===== src/rtl/cpu_muldiv.sv =====
// Iterative 32-bit unsigned multiply/divide unit: 32 iterations, result written back in a one-cycle DONE state.
// Latency: start accepted at E0, write-back valid after E32. A start while busy is dropped, not queued.
module cpu_muldiv (
    input  logic        clk,
    input  logic        rst_n,
    input  logic        start,
    input  logic [1:0]  op,
    input  logic [31:0] src_a,
    input  logic [31:0] src_b,
    input  logic [3:0]  dst,
    input  logic        abort,
    output logic        busy,
    output logic        done,
    output logic        wb_en,
    output logic [3:0]  wb_sel,
    output logic [31:0] wb_data,
    output logic        div0
);

    typedef enum logic [1:0] {S_IDLE, S_RUN, S_DONE} state_t;

    state_t      state, state_nxt;
    logic [4:0]  cnt;
    logic [1:0]  op_q;
    logic [3:0]  dst_q;
    logic        div0_q;
    logic [31:0] opd_q;      // multiplicand or divisor
    logic [32:0] hi_q;       // accumulator or partial remainder
    logic [31:0] lo_q;       // multiplier or dividend/quotient

    logic        accept;
    logic [32:0] mul_sum;
    logic [32:0] div_sh;
    logic [33:0] div_diff;
    logic [32:0] hi_nxt;
    logic [31:0] lo_nxt;
    logic [31:0] result;

    assign accept = (state == S_IDLE) && start && !abort;

    always_ff @(posedge clk or negedge rst_n) begin
        if (!rst_n) state <= S_IDLE;
        else        state <= state_nxt;
    end

    always_comb begin
        state_nxt = state;
        case (state)
            S_IDLE: if (accept) state_nxt = S_RUN;
            S_RUN: begin
                if (abort)              state_nxt = S_IDLE;
                else if (cnt == 5'd31)  state_nxt = S_DONE;
            end
            S_DONE:  state_nxt = S_IDLE;
            default: state_nxt = S_IDLE;
        endcase
    end

    always_comb begin
        busy  = (state != S_IDLE);
        done  = (state == S_DONE) && !abort;
        wb_en = done && (dst_q != 4'd0);
        div0  = done && div0_q;
    end

    assign wb_sel = dst_q;

    // One shift-add or restoring-division step.
    always_comb begin
        mul_sum  = hi_q + {1'b0, (lo_q[0] ? opd_q : 32'd0)};
        div_sh   = {hi_q[31:0], lo_q[31]};
        div_diff = {1'b0, div_sh} - {2'b00, opd_q};
        if (op_q[1]) begin
            hi_nxt = div_diff[33] ? div_sh : div_diff[32:0];
            lo_nxt = {lo_q[30:0], ~div_diff[33]};
        end else begin
            hi_nxt = {1'b0, mul_sum[32:1]};
            lo_nxt = {mul_sum[0], lo_q[31:1]};
        end
        // MUL/DIVU take the low word, MULHU/REMU the high word. A zero divisor
        // never borrows, so the quotient saturates to all-ones and the dividend
        // shifts through unchanged into the remainder.
        result = op_q[0] ? hi_nxt[31:0] : lo_nxt;
    end

    always_ff @(posedge clk or negedge rst_n) begin
        if (!rst_n) begin
            cnt     <= 5'd0;
            op_q    <= 2'd0;
            dst_q   <= 4'd0;
            div0_q  <= 1'b0;
            opd_q   <= 32'd0;
            hi_q    <= 33'd0;
            lo_q    <= 32'd0;
            wb_data <= 32'd0;
        end else if (accept) begin
            cnt    <= 5'd0;
            op_q   <= op;
            dst_q  <= dst;
            div0_q <= op[1] && (src_b == 32'd0);
            hi_q   <= 33'd0;
            lo_q   <= op[1] ? src_a : src_b;
            opd_q  <= op[1] ? src_b : src_a;
        end else if (state == S_RUN && !abort) begin
            cnt  <= cnt + 5'd1;
            hi_q <= hi_nxt;
            lo_q <= lo_nxt;
            if (cnt == 5'd31) wb_data <= result;
        end
    end

endmodule

===== config.mk =====
export PLATFORM = sky130hd
export DESIGN_NAME = cpu_muldiv
export DESIGN_NICKNAME = d
export VERILOG_FILES = /design/src/rtl/cpu_muldiv.sv
export SDC_FILE = /design/constraint.sdc
export NUM_CORES = 1
export LEC_CHECK = 0
export ABC_AREA = 1
export CAP_MARGIN = 30
export CORE_MARGIN = 10
export CORE_UTILIZATION = 60
export CTS_CLUSTER_DIAMETER = 100
export DETAILED_ROUTE_END_ITERATION = 8
export PLACE_DENSITY = 0.92
export RECOVER_POWER = 100
export SYNTH_ARGS = -nofsm -noshare
export SYNTH_HDL_FRONTEND = slang
export SYNTH_SLANG_ARGS = --single-unit

===== constraint.sdc =====
create_clock -name clk -period 3.3 [get_ports clk]
set_input_delay 0.66 -clock clk [delete_from_list [all_inputs] [get_ports clk]]
set_output_delay 0.66 -clock clk [all_outputs]
set_load 0.05 [all_outputs]

==> flow_metrics.tcl, run 1 <==
set metrics [dict create \
    n_antenna_cell 0 \
    timing.final.ws_setup_ns 0.230 \
    mappedNetlistNets 2225 \
    worstSetupPathDepth 17 \
    initial_core_util_pct 61.1 \
    detailed_place_hpwl_um 37700 \
    clk_path_buf_depth 2 \
    design.final.nets 2306 \
    power.total_mw 12.6 \
    switching_share_pct 54.7 \
    worst-slew-pin-transition_ns 2.58 \
    outcome "complete, but fails checks" \
    instances_no_fill 2452 \
    fp.dieArea_um2 27600 \
    finalCritPeriodShare_pct 93.0 \
    synthesis.instances 2083 \
    synth.ff_latch_count 143 \
    hold_path.class "reg -> reg" \
    first_global_vias 14000 \
    power_frac_comb_pct 63.8 \
    clock_latency_ns 0.44 \
    power-per-cell-area_nw_per_um2 858 \
    cp_slowest_stage_delay_ns 0.54 \
    power.static_leakage_nw 7.99 \
    crit_start "opd_q[12]" \
    netlist_cell_types 48 \
    worstSetupPathType "reg -> reg" \
    design_area_final_um2 14700 \
    clkTransAtPathRegs_ns 0.08 \
    area.growth.synth_to_final_pct 14.7 \
    worstPathCellList "inv_1 > ha_1 > nand2_1 > inv_1 > nand2_1 > nand2_1 > nand2_1 > nand2_1 > inv_1 > nand2_2 > nand2_4 > clkbuf_2 > nand3b_1 > nand3_1 > nand3_1 > nand2_1 > nand2_1" \
    worst_ir_drop_vdd_uv 664 \
    dpl.cell_count 2420 \
    firstDrtPassIters 6 \
    grt_antenna_before_repair 0 \
    internal_power_mw 5.73 \
    start_kind "flop" \
    asyncSetResetFlopFracSynth_pct 100 \
    edff_count_synth 0 \
    post_cts.resized_instances 0 \
    r2r.worst_path.cells 17 \
    pwr-share-seq_pct 20.6 \
    timing.final.crit_period_ns 3.07 \
    share_clk_of_total_power_pct 15.6 \
    fp.dieH_um 166 \
    synthDominantAreaCellType "dfrtp_1" \
    global_route.usage.total_pct 34.2 \
    maxCapViolCount 1 \
    ctsHoldBuffers 0 \
    num_rows 53 \
    global_route_wire_length_before_repair_um 76000 \
    pin_count 114 \
    cts_buffers 17 \
    rsz0062_at_grt "no" \
    netSwitchingPower_mw 6.91 \
    detail_route.vias_per_cell 5.96 \
    drt_iter0_drc 1809 \
    top_signal_layer_used "met4" \
    synth.yosys.warnings 0 \
    maximum_number_of_pins_on_one_net_before_global_route_repair 105 \
    final_max_slew_viol_count 46 \
    ys_top_cells_by_area "dfrtp_1 28%, nand2_1 21%, inv_1 10%" \
    count_of_clock_tree_sinks 143 \
    timing.critical_path.to_type "flop" \
    portBuffers 113 \
    timing.rr.end "wb_data[24]" \
    grt_overflow 0 \
    required_ns 3.63 \
    cts_tree "done" \
    r2r_setup_slack_ns 0.23 \
    post-cts-setup-buffers 0 \
    timing.setup.tns_ns 0 \
    synthesized_area_per_cell_um2 6.16 \
    avgRoutedWirePerCell_um 20.0 \
    routed_wl_um 49100 \
    met2WireLength_um 22900 \
    nFillCells 1794 \
    num_vias 14600 \
    synth_top_cells_by_count "722 x nand2_1, 358 x inv_1, 147 x o21ai_0" \
    yosys.cell_count.top_type "nand2_1" \
    die-width_um 166 \
    critPathMaxFanout 22 \
    violations "max-capacitance violations, max-slew violations" \
    final-setup-viol-count 0 \
    finClkSkew_ns 0.0151 \
    dpl_cell_area_um2 14200 \
    synth_flop_cell "dfrtp_1" \
    worst_setup_path_endpoint "wb_data[24]" \
    path_buf_inv 4 \
    clockRootBuffer "clkbuf_16" \
    design.core.area_um2 21000 \
    dr_wl_met3_um 4330 \
    hold_violations 0 \
    timing.critical_path.max_delay_family "simple AND/OR/NAND/NOR gates" \
    netlist.area_leader.share_pct 27.9 \
    launch_instance_of_the_worst_register_to_register_path "opd_q[12]" \
    critical-path-slowest-cell "clkbuf_2" \
    crit_path_frequent_cell "nand2_1" \
    gp_routability_congestion 0.987 \
    max-slew-margin-rel_pct -72.3 \
    drc 0 \
    yosysSeqAreaShare_pct 27.9 \
    pre_cts_slack_ns 0.237 \
    peak_clock_frequency_supported_by_timing_ghz 0.326 \
    drive_above_1_share_pct 4.23 \
    mappedNetlistArea_um2 12800 \
    antenna_left 0 \
    route.layer.met1.wl_um 18400 \
    arrival_ns 3.40 \
    htreeDepth 4 \
]
==> power groups by stage <==
stage	clock, mW	sequential [mW]	combinational [mW]
2_1_floorplan	0	2.46	5.70
3_3_place_gp	0	2.61	7.65
3_5_place_dp	0	2.61	7.82
4_1_cts	1.97	2.59	7.89
5_1_grt	2.05	2.64	8.87
6_report	1.98	2.60	8.05
==> cell families after synthesis <==
group / after synthesis / share of synthesized area, %
fa+ha+maj: 68 / 6.74
buf+inv: 439 / 13.2
simple gates: 1060 / 35.1
xor+xnor: 11 / 0.750
flops: 143 / 27.9
compound gates: 362 / 16.3
==> how the worst min path moves through the flow <==
stage / from / to / cells after the start / slack (ns)
after floorplan: rst_n / cnt[0] / 0 / 0.36
after global placement: wb_data[30] / wb_data[30] / 2 / 0.46
after detailed placement: wb_data[6] / wb_data[6] / 2 / 0.46
after CTS: rst_n / wb_data[5] / 1 / 0.14
after global routing: wb_data[21] / wb_data[21] / 2 / 0.49
final: wb_data[3] / wb_data[3] / 2 / 0.47
==> worst register-to-register path: cells and delay by family, from the launching register on <==
family / cells / cell delay (ns)
simple gates: 12 / 1.42
buf+inv: 4 / 0.87
flops: 1 / 0.38
fa+ha+maj: 1 / 0.30
==> routing by layer <==
metal	global-route usage (%)	up-vias
met5	0	-
li1	-	6850
met1	40.5	6769
met4	22.3	0
met3	6.55	172
met2	55.7	816
==> flip-flops by register name, indices dropped and copies added, names as in the netlist <==
signal / flops
cnt: 5
hi_q: 33
state: 2
lo_q: 32
opd_q: 32
op_q: 2
wb_sel: 4
div0_q: 1
wb_data: 32
==> layout by cell type (no fill, tap or decap), types with 3 or more instances in the layout <==
| cell | Yosys | routed |
|---|---|---|
| nand2_1 | 722 | 722 |
| inv_1 | 358 | 358 |
| o21ai_0 | 147 | 156 |
| nand3_1 | 137 | 145 |
| dfrtp_1 | 143 | 142 |
| a21oi_1 | 101 | 101 |
| nor2_1 | 100 | 100 |
| clkdlybuf4s50_1 | 0 | 70 |
| ha_1 | 66 | 66 |
| dlygate4sd3_1 | 0 | 39 |
| o211ai_1 | 36 | 36 |
| o221ai_1 | 31 | 31 |
| nand4_1 | 19 | 19 |
| buf_4 | 1 | 18 |
| nor3_1 | 18 | 17 |
| clkbuf_16 | 0 | 17 |
| nand3_2 | 21 | 13 |
| nand3b_1 | 11 | 11 |
| nor4_1 | 10 | 10 |
| o21ai_1 | 18 | 9 |
| o21bai_1 | 6 | 7 |
| xnor2_1 | 7 | 7 |
| a21o_1 | 6 | 6 |
| o22ai_1 | 6 | 6 |
| inv_8 | 0 | 6 |
| nand2_2 | 4 | 4 |
| and2_1 | 4 | 4 |
| xor2_1 | 4 | 4 |
| clkbuf_1 | 53 | 4 |
| clkbuf_2 | 0 | 4 |
| nor2_2 | 3 | 3 |
| inv_2 | 3 | 3 |
| a21oi_2 | 3 | 3 |
| clkinv_8 | 0 | 3 |
| buf_12 | 0 | 3 |
==> through the flow <==
| stage | hold slack [ns] | utilization (%) |
|---|---|---|
| after floorplan | 0.364 | - |
| after global placement | 0.462 | 67.6 |
| after detailed placement | 0.464 | 67.6 |
| after CTS | 0.144 | 70.4 |
| after global routing | 0.489 | 70.0 |
| final | 0.474 | 70.0 |
==> cell type report <==
class | count | area (um^2) | share of cell area [%]
Multi-Input combinational cell | 1501 | 7520 | 51.1
Tap cell | 275 | 344 | 2.34
Clock buffer | 17 | 425 | 2.89
Inverter | 363 | 1360 | 9.25
Clock inverter | 15 | 166 | 1.13
Timing Repair Buffer | 138 | 1320 | 8.97
Sequential cell | 143 | 3580 | 24.3
No activity file was read; power rests on OpenSTA's default activity.
==> inputs of run 2 (changes only) <==
- CAP_MARGIN: 30 -> default
- CORE_UTILIZATION: 60 -> 54
- PLACE_DENSITY: 0.92 -> 0.87
- clock period: 3.3 -> 2.65 ns (I/O delays scaled with it)
==> run 2 against run 1 <==
The run still ends with max-capacitance violations, max-slew violations left; critical path type is now in -> reg; hold slack worse by 0.47 ns; first-iteration DRC count fell by 2.7%; highest routed layer unchanged; clock power rose by 26%.
==> flow_metrics.tcl, run 2 (synthesis gave the netlist of run 1 again) <==
set metrics [dict create \
    hold_violations 0 \
    die-width_um 174 \
    largest_register_ffs 33 \
    rsz0062_at_grt "yes" \
    final-setup-viol-count 0 \
    dpl_cell_area_um2 15100 \
    most_frequent_cells_in_the_layout "694 x nand2_1, 350 x inv_1, 139 x dfrtp_1" \
    design.core.area_um2 23400 \
    fp.dieH_um 174 \
    portBuffers 113 \
    cts_buffers 17 \
    start_kind "input pin" \
    final_max_slew_viol_count 39 \
    outcome "complete, but fails checks" \
    timing.critical_path.to_type "flop" \
    clk_path_buf_depth 2 \
    power.total_mw 18.3 \
    global_route.usage.total_pct 32.4 \
    area.growth.synth_to_final_pct 28.8 \
    critPathMaxFanout 38 \
    n_antenna_cell 0 \
    worstSetupPathType "in -> reg" \
    finalCritPeriodShare_pct 98.8 \
    grt_overflow 0 \
    detail_route.vias_per_cell 5.74 \
    detailed_place_hpwl_um 39500 \
    peak_clock_frequency_supported_by_timing_ghz 0.382 \
    global_route_wire_length_before_repair_um 77900 \
    htreeDepth 4 \
    antenna_left 0 \
    nFillCells 2037 \
    num_vias 15000 \
    num_rows 56 \
    hold_path.class "in -> async" \
    worst_ir_drop_vdd_uv 658 \
    count_of_clock_tree_sinks 143 \
    grt_antenna_before_repair 0 \
    cts_tree "done" \
    fp.dieArea_um2 30300 \
    routed_wl_um 52000 \
    clockRootBuffer "clkbuf_16" \
    clock_latency_ns 0.43 \
    firstDrtPassIters 6 \
    maximum_number_of_pins_on_one_net_before_global_route_repair 99 \
    drc 0 \
    drt_iter0_drc 1761 \
    worst-slew-pin-transition_ns 1.81 \
    avgRoutedWirePerCell_um 19.9 \
    gp_routability_congestion 1.02 \
    power.static_leakage_nw 8.63 \
    clkTransAtPathRegs_ns 0.07 \
    pin_count 114 \
    top_register "hi_q" \
    first_global_vias 14300 \
    design_area_final_um2 16500 \
    max-slew-margin-rel_pct -20.9 \
    timing.final.crit_period_ns 2.62 \
    maxCapViolCount 1 \
    arrival_ns 2.87 \
    required_ns 2.90 \
    violations "max-capacitance violations, max-slew violations" \
    finClkSkew_ns 0.0163 \
    power-per-cell-area_nw_per_um2 1110 \
    initial_core_util_pct 54.9 \
    layout_commonest_cell "nand2_1" \
    timing.setup.tns_ns 0 \
    drive_above_1_share_pct 15.0 \
    design.final.nets 2423 \
]
[run 2: cell types whose count changed in the layout (fill, tap and decap cells not counted), moves of 11 or more]
cell	before	now
ha_4	0	28
o21ai_1	9	26
a21oi_2	3	21
nor2_1	100	86
a21oi_1	101	82
nor2_2	3	14
nand3_1	145	128
buf_4	18	120
o21ai_0	156	132
nand2_1	722	694
nand2_2	4	31
nand3_2	13	30
ha_1	66	35
[run 2: critical path, cell delays in order]
cell	delay, ns
dlygate4sd3_1	0.57
nor2_1	0.08
nand2_1	0.08
clkbuf_1	0.49
buf_2	0.77
o221ai_1	0.31
[run 2: routing by layer]
metal	part of all wire (%)	vias to the layer above	GRT usage [%]
met5	0	-	0
met4	8.5	0	24.1
met3	7.2	212	6.22
met2	47	750	53.1
met1	38	6953	36.9
li1	-	7073	-
[run 2: stage by stage]
stage          utilization [%]  hold WS, ns  setup WS, ns  instances
2_1_floorplan                -        0.234        0.0949       2083
3_5_place_dp              64.4        0.464       -0.0527       2556
5_1_grt                   70.7       0.0282       -0.0487       2613
6_report                  70.7      0.00816        0.0305       2613
4_1_cts                   67.0       0.0438      -0.00393       2589
3_3_place_gp              64.4        0.462       -0.0523       2556
[run 2: area by class of cell]
| type | count | area (um^2) | area share, % |
|---|---|---|---|
| Clock buffer | 17 | 425 | 2.57 |
| Tap cell | 319 | 399 | 2.41 |
| Clock inverter | 15 | 164 | 0.991 |
| Multi-Input combinational cell | 1503 | 8280 | 50.1 |
| Inverter | 363 | 1360 | 8.24 |
| Sequential cell | 143 | 3580 | 21.7 |
| Timing Repair Buffer | 253 | 2320 | 14.0 |
[run 2: timing repair]
item | 4_1_cts | 5_1_grt
setup endpoints to repair | 11 | 61
resized for setup | 6 | 159
gates cloned | 0 | 3
pin swaps | 0 | 20
buffers inserted | 1 | 21
hold buffers | 0 | 0
[run 2: worst paths after layout]
kind / from / to / slack [ns] / depth (start not counted)
max reg2reg: opd_q[29] / wb_data[13] / 0.06 / 15
max: abort / lo_q[31] / 0.03 / 6
min: rst_n / wb_data[1] / 0.008 / 1
min in group clk: wb_data[31] / wb_data[31] / 0.47 / 2
max in group asynchronous: rst_n / hi_q[7] / 0.48 / 2
min reg2reg: wb_data[31] / wb_data[31] / 0.47 / 2
[run 2: power by group]
part | switching, mW | total, mW | internal, mW
Combinational | 7.69 | 12.5 | 4.83
Sequential | 0.619 | 3.32 | 2.70
Clock | 1.15 | 2.49 | 1.34
Total | 9.46 | 18.3 | 8.88
==> inputs of run 3 (changes only) <==
- GPL_TIMING_DRIVEN: default -> 0
==> run 3 against run 2 <==
The run ends with max-capacitance violations, max-slew violations, negative setup slack left; core utilization down 0.59 points; clock power about the same; via count up 1.9%; sequential power up 1%; wire length up 5.6%; register-to-register slack worse by 0.16 ns; critical path type is now reg -> reg; highest routed layer unchanged.
==> flow_metrics.tcl, run 3 (synthesis gave the netlist of run 1 again) <==
set metrics [dict create \
    top_register "hi_q" \
    final_max_slew_viol_count 83 \
    hold_violations 0 \
    n_antenna_cell 0 \
    drt_iter0_drc 2250 \
    global_route.usage.total_pct 34.1 \
    violations "max-capacitance violations, max-slew violations, negative setup slack" \
    postLayoutCoreUtil_pct 70.1 \
    ctsHoldBuffers 0 \
    max-slew-margin-rel_pct -51.6 \
    most_frequent_cells_in_the_layout "677 x nand2_1, 352 x inv_1, 137 x dfrtp_1" \
    cts_buffers 17 \
    grt_overflow 0 \
    num_vias 15300 \
    design_area_final_um2 16400 \
    drc 0 \
    peak_clock_frequency_supported_by_timing_ghz 0.364 \
    worstHoldEndpoint "wb_data[7]" \
    required_ns 2.98 \
    finalCritPeriodShare_pct 104 \
    global_route_wire_length_before_repair_um 80900 \
    initial_core_util_pct 54.9 \
    worst_ir_drop_vdd_uv 799 \
    dpl.cell_count 2515 \
    power.static_leakage_nw 8.33 \
    portBuffers 112 \
    timing.final.ws_setup_ns -0.0987 \
    routed_wl_um 54900 \
    dpl_cell_area_um2 14400 \
    drive_above_1_share_pct 14.0 \
    hold_path.class "reg -> reg" \
    final-setup-viol-count 21 \
    area.growth.synth_to_final_pct 27.8 \
    power-per-cell-area_nw_per_um2 1110 \
    firstDrtPassIters 9 \
    outcome "complete, but fails checks" \
    hold_path.startpoint "wb_data[7]" \
    timing.critical_path.to_type "flop" \
    instances_no_fill 2575 \
    r2r_setup_slack_ns -0.1 \
    power.total_mw 18.2 \
    first_global_vias 14300 \
    critPathMaxFanout 10 \
    arrival_ns 3.07 \
    detail_route.vias_per_cell 5.93 \
    grt_antenna_before_repair 0 \
    timing.rr.end "wb_data[7]" \
    maxCapViolCount 1 \
    largest_register_ffs 33 \
    detailed_place_hpwl_um 42900 \
    num_rows 56 \
    timing.final.crit_period_ns 2.75 \
    gp_routability_congestion 1.03 \
    clockRootBuffer "clkbuf_16" \
    min_delay_path_depth 2 \
    antenna_left 0 \
    fp.dieArea_um2 30300 \
    start_kind "flop" \
    pin_count 114 \
    nFillCells 2047 \
    clkTransAtPathRegs_ns 0.07 \
    cts_tree "done" \
    htreeDepth 4 \
    layout_commonest_cell "nand2_1" \
    rsz0062_at_grt "yes" \
    die-width_um 174 \
    fp.dieH_um 174 \
    launch_instance_of_the_worst_register_to_register_path "hi_q[13]" \
    r2r.worst_path.cells 16 \
    fin_hold_ws_ns 0.476 \
    count_of_clock_tree_sinks 143 \
    maximum_number_of_pins_on_one_net_before_global_route_repair 83 \
    clk_path_buf_depth 2 \
    finClkSkew_ns 0.0121 \
    clock_latency_ns 0.43 \
    avgRoutedWirePerCell_um 21.3 \
    worst-slew-pin-transition_ns 2.27 \
    design.final.nets 2385 \
    design.core.area_um2 23400 \
    worstSetupPathType "reg -> reg" \
]
-- run 3: critical path, stage by stage (launching register included) --
cell	delay, ns
dfrtp_1	0.45
ha_1	0.37
nand2_1	0.13
nor2_1	0.18
nand2_1	0.08
nand2_1	0.11
inv_1	0.09
nand2_4	0.11
nand2_8	0.09
nand2_4	0.17
buf_4	0.16
buf_12	0.15
nand3_2	0.08
nand3_1	0.15
nand2_1	0.17
nand2_1	0.11
nand2_1	0.05
-- run 3: area by class of cell --
cell class / count / area [um^2] / area share (%)
clock buffer: 18 / 439 / 2.68
clock inverter: 14 / 145 / 0.885
sequential: 143 / 3590 / 21.9
tap: 319 / 399 / 2.43
timing repair buffer: 142 / 1370 / 8.36
buffer: 75 / 373 / 2.27
inverter: 363 / 1370 / 8.33
multi-input combinational: 1501 / 8720 / 53.2
-- run 3: through the flow --
step	setup WS (ns)	TNS [ns]
2_1_floorplan	0.0949	0
3_3_place_gp	-4.87	-742.01
3_5_place_dp	-0.836	-51.43
4_1_cts	-0.00481	-0.00961
5_1_grt	-0.206	-4.45
6_report	-0.0987	-0.788
-- run 3: worst max path at each step --
stage | from | end
final | hi_q[13] | wb_data[7]
after global routing | lo_q[0] | wb_data[24]
after CTS | lo_q[0] | wb_data[24]
after detailed placement | lo_q[0] | wb_data[28]
after global placement | rst_n | hi_q[26]
after floorplan | abort | wb_en
-- run 3: where the power goes --
part / total [mW] / internal, mW / switching (mW)
sequential: 3.36 / 2.71 / 0.648
combinational: 12.3 / 4.38 / 7.96
clock: 2.49 / 1.35 / 1.14
total: 18.2 / 8.44 / 9.75
-- run 3: routing by layer --
metal	share of wire [%]	up-vias	GRT usage [%]
li1	-	6991	-
met1	38	7097	42.7
met2	44	1011	52.7
met3	11	172	8.04
met4	6.8	0	19.9
met5	0	-	0
-- run 3: what timing repair did --
action / in CTS / in global routing
setup buffers: 14 / 15
endpoints found under the setup margin: 69 / 77
pin swaps: 13 / 30
gates resized for setup: 119 / 171
